**config.mk**
```make
export PLATFORM = sky130hd
export DESIGN_NAME = timer_irq_ctrl_flat
export DESIGN_NICKNAME = d
export VERILOG_FILES = /design/src/rtl/timer_irq_ctrl_if.sv /design/src/rtl/timer_irq_ctrl.sv /design/src/flat_wrapper.sv
export SDC_FILE = /design/constraint.sdc
export NUM_CORES = 1
export LEC_CHECK = 0
export ABC_AREA = 1
export CORE_ASPECT_RATIO = 0.8
export CORE_MARGIN = 5
export CORE_UTILIZATION = 48
export CTS_BUF_LIST = sky130_fd_sc_hd__clkbuf_16
export CTS_CLUSTER_DIAMETER = 30
export DETAILED_ROUTE_END_ITERATION = 7
export PLACE_DENSITY = 0.71
export SYNTH_ARGS = -nofsm -noshare
export SYNTH_HDL_FRONTEND = slang
export SYNTH_SLANG_ARGS = --single-unit
```
**constraint.sdc**
```tcl
create_clock -name clk -period 1.3 [get_ports clk]
set_input_delay 0.26 -clock clk [delete_from_list [all_inputs] [get_ports clk]]
set_output_delay 0.26 -clock clk [all_outputs]
set_load 0.02 [all_outputs]
```
**src/rtl/timer_irq_ctrl_if.sv**
```systemverilog
// Bus bundle between the timer interrupt controller and its environment:
// timer-side request/clear lines plus the CPU dispatch/acknowledge handshake.
interface timer_irq_ctrl_if;
    logic [3:0] irq_in;
    logic [3:0] irq_mask;
    logic [3:0] irq_clear;
    logic [3:0] pending;
    logic       cpu_irq;
    logic [1:0] cpu_vector;
    logic       cpu_ack;
    logic       ack_timeout;
    logic       ack_timeout_clear;

    // Controller side
    modport slave (
        input  irq_in, irq_mask, cpu_ack, ack_timeout_clear,
        output irq_clear, pending, cpu_irq, cpu_vector, ack_timeout
    );

    // Environment side (timers + CPU)
    modport master (
        output irq_in, irq_mask, cpu_ack, ack_timeout_clear,
        input  irq_clear, pending, cpu_irq, cpu_vector, ack_timeout
    );
endinterface

```
**src/rtl/timer_irq_ctrl.sv**
```systemverilog
// Timer interrupt controller: latches rising edges of four timer interrupt
// lines, dispatches the lowest-numbered enabled pending source to the CPU,
// pulses the matching timer clear on acknowledge, and flags slow acknowledges.
module timer_irq_ctrl #(
    parameter logic [15:0] ACK_TIMEOUT = 16'd255
) (
    input  logic              clk,
    input  logic              reset,
    timer_irq_ctrl_if.slave   bus
);

    typedef enum logic [1:0] {
        ST_IDLE   = 2'd0,
        ST_ASSERT = 2'd1,
        ST_CLEAR  = 2'd2
    } state_t;

    // Lowest set index of a 4-bit request vector (0 when empty).
    function automatic logic [1:0] lowest_idx(input logic [3:0] req);
        logic [1:0] idx;
        casez (req)
            4'b???1: idx = 2'd0;
            4'b??10: idx = 2'd1;
            4'b?100: idx = 2'd2;
            4'b1000: idx = 2'd3;
            default: idx = 2'd0;
        endcase
        return idx;
    endfunction

    // One-hot decode of a source index.
    function automatic logic [3:0] onehot(input logic [1:0] idx);
        return 4'b0001 << idx;
    endfunction

    state_t      state_r;
    state_t      state_nxt_s;
    logic [3:0]  irq_prev_r;
    logic [3:0]  pending_r;
    logic [3:0]  irq_clear_r;
    logic        cpu_irq_r;
    logic [1:0]  cpu_vector_r;
    logic [15:0] wait_cnt_r;
    logic        ack_timeout_r;

    logic [3:0]  edge_s;
    logic [3:0]  req_s;
    logic [3:0]  clr_bits_s;
    logic        dispatch_s;
    logic        ack_s;
    logic        to_set_s;

    // Edge detect, enabled request set, and timeout expiry detection.
    always_comb begin
        edge_s   = bus.irq_in & ~irq_prev_r;
        req_s    = pending_r & bus.irq_mask;
        to_set_s = 1'b0;
        if ((state_r == ST_ASSERT) && !bus.cpu_ack &&
            (wait_cnt_r == (ACK_TIMEOUT - 16'd1))) begin
            to_set_s = 1'b1;
        end else begin
            to_set_s = 1'b0;
        end
    end

    // Dispatch FSM next-state logic; mask changes only matter in IDLE.
    always_comb begin
        state_nxt_s = state_r;
        dispatch_s  = 1'b0;
        ack_s       = 1'b0;
        case (state_r)
            ST_IDLE: begin
                if (req_s != 4'd0) begin
                    state_nxt_s = ST_ASSERT;
                    dispatch_s  = 1'b1;
                end else begin
                    state_nxt_s = ST_IDLE;
                end
            end
            ST_ASSERT: begin
                if (bus.cpu_ack) begin
                    state_nxt_s = ST_CLEAR;
                    ack_s       = 1'b1;
                end else begin
                    state_nxt_s = ST_ASSERT;
                end
            end
            ST_CLEAR: state_nxt_s = ST_IDLE;
            default:  state_nxt_s = ST_IDLE;
        endcase
    end

    // Pending bit being retired by the current acknowledge.
    always_comb begin
        clr_bits_s = 4'd0;
        if (ack_s) begin
            clr_bits_s = onehot(cpu_vector_r);
        end else begin
            clr_bits_s = 4'd0;
        end
    end

    // FSM state register.
    always_ff @(posedge clk) begin
        if (reset) begin
            state_r <= ST_IDLE;
        end else begin
            state_r <= state_nxt_s;
        end
    end

    // Input history and pending flags; a new edge wins over a same-cycle clear.
    always_ff @(posedge clk) begin
        if (reset) begin
            irq_prev_r <= 4'd0;
            pending_r  <= 4'd0;
        end else begin
            irq_prev_r <= bus.irq_in;
            pending_r  <= (pending_r & ~clr_bits_s) | edge_s;
        end
    end

    // Registered CPU-facing outputs and the timer clear pulse.
    always_ff @(posedge clk) begin
        if (reset) begin
            cpu_irq_r    <= 1'b0;
            cpu_vector_r <= 2'd0;
            irq_clear_r  <= 4'd0;
        end else begin
            cpu_irq_r   <= (state_nxt_s == ST_ASSERT);
            irq_clear_r <= clr_bits_s;
            if (dispatch_s) begin
                cpu_vector_r <= lowest_idx(req_s);
            end
        end
    end

    // Acknowledge wait counter, saturating at the timeout value.
    always_ff @(posedge clk) begin
        if (reset) begin
            wait_cnt_r <= 16'd0;
        end else if (dispatch_s) begin
            wait_cnt_r <= 16'd0;
        end else if ((state_r == ST_ASSERT) && !bus.cpu_ack &&
                     (wait_cnt_r != ACK_TIMEOUT)) begin
            wait_cnt_r <= wait_cnt_r + 16'd1;
        end
    end

    // Sticky timeout flag; a new expiry beats a simultaneous clear.
    always_ff @(posedge clk) begin
        if (reset) begin
            ack_timeout_r <= 1'b0;
        end else begin
            ack_timeout_r <= to_set_s | (ack_timeout_r & ~bus.ack_timeout_clear);
        end
    end

    assign bus.pending     = pending_r;
    assign bus.irq_clear   = irq_clear_r;
    assign bus.cpu_irq     = cpu_irq_r;
    assign bus.cpu_vector  = cpu_vector_r;
    assign bus.ack_timeout = ack_timeout_r;

endmodule

```
**src/flat_wrapper.sv**
```systemverilog
// flat-port wrapper written by rule: the top's interface ports become plain ports
module timer_irq_ctrl_flat 
#(
    parameter logic [15:0] ACK_TIMEOUT = 16'd255
)
  (clk, reset, bus_irq_in, bus_irq_mask, bus_cpu_ack, bus_ack_timeout_clear, bus_irq_clear, bus_pending, bus_cpu_irq, bus_cpu_vector, bus_ack_timeout);
  timer_irq_ctrl_if bus_i ();
  input  logic clk;
  input  logic reset;
  input wire logic [$bits(bus_i.irq_in)-1:0] bus_irq_in;
  input wire logic [$bits(bus_i.irq_mask)-1:0] bus_irq_mask;
  input wire logic [$bits(bus_i.cpu_ack)-1:0] bus_cpu_ack;
  input wire logic [$bits(bus_i.ack_timeout_clear)-1:0] bus_ack_timeout_clear;
  output wire logic [$bits(bus_i.irq_clear)-1:0] bus_irq_clear;
  output wire logic [$bits(bus_i.pending)-1:0] bus_pending;
  output wire logic [$bits(bus_i.cpu_irq)-1:0] bus_cpu_irq;
  output wire logic [$bits(bus_i.cpu_vector)-1:0] bus_cpu_vector;
  output wire logic [$bits(bus_i.ack_timeout)-1:0] bus_ack_timeout;
  assign bus_i.irq_in = bus_irq_in;
  assign bus_i.irq_mask = bus_irq_mask;
  assign bus_i.cpu_ack = bus_cpu_ack;
  assign bus_i.ack_timeout_clear = bus_ack_timeout_clear;
  assign bus_irq_clear = bus_i.irq_clear;
  assign bus_pending = bus_i.pending;
  assign bus_cpu_irq = bus_i.cpu_irq;
  assign bus_cpu_vector = bus_i.cpu_vector;
  assign bus_ack_timeout = bus_i.ack_timeout;
  timer_irq_ctrl #(.ACK_TIMEOUT(ACK_TIMEOUT)) u_core (.clk(clk), .reset(reset), .bus(bus_i));
endmodule
```
# --- Word level (Yosys, flattened, before mapping) ---
# Index checks and enable logic that the tools add are counted.
word_totals:
  register_bits: 34
  latchBits: 0
  ram_bits: 0
  romBits: 0
  inputBits: 12
  output_inout_bits: 12
  wordCells: 43
  n_memories: 0
classes:
  n_addsub: 1
  multipliers: 0
  n_div: 0
  order_cmp: 0
  n_eq_ne: 7
  shifts: 1
  n_mux: 10
  n_bitwise: 9
  reduce_logical: 7
ops:
  columns: ["operator", "n"]
  rows:
  - ["adder 16 x 1 -> 16 bit (second input constant)", 1]
  - ["== test 16 x 8 -> 1 bit (second input constant)", 1]
  - ["inequality test 16 x 8 -> 1 bit (second input constant)", 1]
  - ["bitwise AND 4 bit", 3]
  - ["inverter 4 bit", 2]
  - ["2-to-1 mux 1 bit", 6]
  - ["one-hot mux 2 bit (3 select lines)", 1]
  - ["== test 2 x 1 -> 1 bit (second input constant)", 2]
  - ["== test 4 bit (second input constant)", 1]
  - ["2-to-1 mux 4 bit", 1]
  - ["OR 4 bit", 1]
  - ["one-hot mux 2 bit (2 select lines)", 1]
  - ["nonzero test 4 bit", 1]
  - ["left shift 1 x 2 -> 4 bit (first input constant)", 1]
  - ["== test 3 bit (second input constant)", 1]
  - ["logical AND 1 bit", 3]
  - ["== test 2 bit (second input constant)", 1]
  - ["zero test 2 bit", 1]
  - ["2-to-1 mux 2 bit", 1]
  - ["OR reduction 2 bit", 1]
  - ["bitwise AND 1 bit", 1]
  - ["zero test 1 bit", 1]
  - ["inverter 1 bit", 1]
  - ["OR 1 bit", 1]

# --- Depth between registers and ports, before layout ---
depth:
  ltp_word: 6
  depth_mapped: 11
  depth_no_buf: 10

# --- Worst setup path before layout ---
# No wires, ideal clock.
synth_path:
  path_type: "flip-flop to flip-flop"
  start: "register u_core.wait_cnt_r[1]"
  end: "register u_core.wait_cnt_r[15]"
  setup_time_ns: 0.113
  t_arrival_ns: 1.274
  required_time_ns: 1.187
  path_slack_ns: -0.087
  path_stages_with_launch: 12
  period_less_slack_ns: 1.387
  path_cell_list: "dfxtp_1 ha_1 nand3_2 inv_2 nand2_4 nand2_2 nand2_2 buf_6 nand2_1 nand2_1 nand2_1 nor2_2"
synth_between:
  elab_chain_len: 2
  word_cells_on_any_way: 3
synth_rtl:
  columns: ["element", "line_no", "rtl"]
  rows:
  - ["from (decl)", "timer_irq_ctrl.sv:43", "logic [15:0] wait_cnt_r;"]
  - ["from (signal assigned)", "timer_irq_ctrl.sv:146", "wait_cnt_r <= wait_cnt_r + 16'd1;"]
  - ["branches (longest 2 deep; another with adder 16 x 1 -> 16 bit)", null, null]
# Several ways; the timed one is not identified.
# A chain may end at the register's enable or synchronous reset.

# --- Worst setup path after layout ---
layout_path:
  start: "register u_core.wait_cnt_r[1]"
  end: "register u_core.wait_cnt_r[12]"
# The elaborated chain is that of the path after synthesis.

==> results.md <==
- TritonCTS clock tree: done
- Final WS setup: -112 ps
- Number of buffers added on ports: 23
- Met1 usage: 0.256
- Worst-Skew Late Latency: 280 ps
- Total grt overflow: 0
- Flop2flop setup slack: -110 ps
- Status: finished, violations left
- Overall routed net length: 5.24 mm
- Initial antenna violation count: 0
- Avg Inst Size Synth: 7.07 sq um
- Pwr per Cell Area: 1160 mW/mm^2
- Wirelength per Cell: 15.1 microns
- DRT iter0 DRCs: 259
- Width of the die: 75.6 microns
- Final worst path period share: 1.09
- Switch share: 0.229
- Syn Nets: 248
- Met3 Use GR: 0.0450
- CTS Buf Count: 5
- Terminus of the critical flop-to-flop path: u_core.wait_cnt_r[12]
- Vias in the first global route: 1683
- CP Launch Type: flip-flop
- DRC: 0
- Peak supply drop: 0.771 mV
- Core outline area: 0.00338 sq mm
- Synthesized flop and latch total: 34
- Ant diodes: 0
- H-tree depth: 2
- Fmax: 0.708 GHz
- Crit path kind: reg2reg
- CP endpoint kind: flip-flop
- Crit-path max FO: 3
- Critical Path RT: 1510 ps
- Int Pwr: 0.00238 W
- Setup TNS: -901 ps
- Layout cell share with drive strength beyond 1: 0.382
- Combinational power share: 0.136
- RSZ-0062 raised after global routing: yes
- Vias/cell: 5.29
- Worst min path class: in2reg
- Worst Path Arrival: 1620 ps
- Worst R2R Start: u_core.wait_cnt_r[1]
- Cell Rows: 19
- Die area: 0.00473 sq mm
- GR Util met2: 0.315
- Shortest period the worst path allows: 1410 ps
- Failing checks: setup timing
- Pin count of the biggest net entering global routing: 21
- Global Route Usage Sum: 0.198
- Share of power burned in registers: 0.357
- Most Used Layer, Global Route: met2
- Final hold violation count: 0
- Drt pass-1 iters: 5
- Fin nets: 319
- Tightest Pin Transition: 254 ps
- Synthesized area: 0.00165 sq mm
- Die Ht: 62.5 microns
- Placer Congestion: 0.773
- Final Util: 0.789
- Synth cell types: 26
- Register area share after synthesis: 0.411
- Clk_skew: 5.72 ps
- DR vias: 1842
- Setup violations, final: 18
- Leakage: 1.15 nW
- CP Launch Point: u_core.wait_cnt_r[1]
- # clock sinks: 34
- Clk buf depth: 2
- Syn-to-layout area delta: 61.1%
- Mapped Cells: 234
- ANT nets after route: 0
- Worst Reg-to-Reg Cells: 10
- Max Cap Viol: 0
- Sw Pwr: 0.000707 W
- Top-Level Pins: 24
- Yosys warns: 0
- Max-slew violation count: 0
- Starting density of the core: 0.490
- First-pass GRT wire length: 7.33 mm
- Clock transition at path regs: 60 ps
- Clock power frac: 0.507
- HPWL reported at the end of detailed placement: 2.94 mm
- Worst slew margin: 0.830
- Clock root buffer master: clkbuf_16
- CP endpoint: u_core.wait_cnt_r[12]
[flip-flops by register name (all words and copies together), names as in the netlist]
register and flops:
u_core.wait_cnt_r 16, u_core.bus.pending 4, u_core.irq_prev_r 4, u_core.bus.cpu_vector 2, u_core.bus.ack_timeout 1, u_core.bus.irq_clear 4, u_core.bus.cpu_irq 1, u_core.state_r 2
[power by group through the flow]
stage          Sequential [W]  Clock [W]  Combinational, W
2_1_floorplan         0.00115          0          0.000139
3_3_place_gp          0.00112          0          0.000320
3_5_place_dp          0.00112          0          0.000325
4_1_cts               0.00110    0.00156          0.000335
5_1_grt               0.00110    0.00162          0.000448
6_report              0.00110    0.00156          0.000419
[layout by cell type, fill, tap and decap left out, types with 2 or more instances in the layout]
cell,synthesis,final
a21oi_1,16,13
a21oi_2,1,4
buf_12,0,3
buf_4,1,40
bufinv_16,0,2
clkbuf_16,0,7
clkdlybuf4s50_1,0,10
dfxtp_1,34,21
dfxtp_2,0,11
dfxtp_4,0,2
dlygate4sd2_1,0,12
inv_1,21,18
inv_2,1,3
nand2_1,60,47
nand2_2,5,14
nand2_4,1,5
nand3_1,14,13
nand3_2,3,3
nand4_1,7,7
nor2_1,42,34
nor2_2,4,11
nor2_4,1,2
nor3_1,3,2
o21ai_0,2,2
xnor2_1,4,4
xor2_1,3,3
[kinds of logic after synthesis]
family	synth area share
AOI/OAI and AO/OA	0.0681
xor gates and xnor gates	0.0371
adders and majority gates	0.0151
buffers and inverters	0.0794
DFF	0.411
and+or+nand+nor	0.389
[worst min-delay path by stage]
stage,startpoint,cells after the start,to,slack [ps]
6_report,bus_cpu_ack,3,u_core.state_r[1],340
5_1_grt,bus_cpu_ack,3,u_core.state_r[1],350
4_1_cts,u_core.bus.ack_timeout,2,u_core.bus.ack_timeout,460
3_5_place_dp,u_core.bus.ack_timeout,2,u_core.bus.ack_timeout,450
3_3_place_gp,u_core.bus.ack_timeout,2,u_core.bus.ack_timeout,450
2_1_floorplan,bus_irq_in[0],2,u_core.irq_prev_r[0],380
[critical path, cell delays in order (launching register included)]
cell and delay [ps]:
dfxtp_4 350, ha_4 170, nand3_4 100, inv_4 50
buf_4 120, buf_4 130, nand3_1 70, nand2_1 50
nand2_1 80, nand2_1 80, a21oi_2 140
[cells in the mapped netlist, drive strengths merged]
cell type	instances	area [sq um]
nand2	66	268
nor2	47	194
dfxtp	34	681
inv	22	82.6
a21oi	17	88.8
nand3	17	100
nand4	7	43.8
buf	4	41.3
nor3	4	31.3
o21ai	4	23.8
xnor2	4	35.0
xor2	3	26.3
clkbuf	2	7.51
ha	2	25.0
nor4	1	6.26
[area by class of cell]
type	count	area (sq um)
clock buffers	5	125
inverters	22	85.1
fillers	220	711
well taps	42	52.6
flip-flops and latches	34	702
clock inverters	3	68.8
multi-input cells	173	992
repair buffers	69	639
[metal layers]
layer  vias to the layer above  part of all wire
met3                        21             0.060
li1                        893                 -
met4                         0             0.031
met5                         -                 0
met2                        71              0.46
met1                       857              0.45
[timing repair]
item | in CTS | in global routing
hold buffers | 0 | 0
gates cloned | 0 | 4
hold endpoints to repair | 0 | 0
resized for setup | 20 | 41
buffers inserted | 4 | 3
pin swaps | 4 | 13
endpoints found under the setup margin | 34 | 28
[through the flow]
step / area [sq um] / total power [W] / std cells / hold slack, ps / setup WS, ps
4_1_cts: 2450 / 0.00299 / 341 / 458 / -58.6
2_1_floorplan: 1680 / 0.00128 / 234 / 385 / 7.15
5_1_grt: 2670 / 0.00317 / 348 / 347 / -174
3_5_place_dp: 2220 / 0.00145 / 329 / 454 / -363
6_report: 2670 / 0.00308 / 348 / 337 / -112
3_3_place_gp: 2220 / 0.00144 / 329 / 447 / -318
No activity file was read; power rests on OpenSTA's default activity.
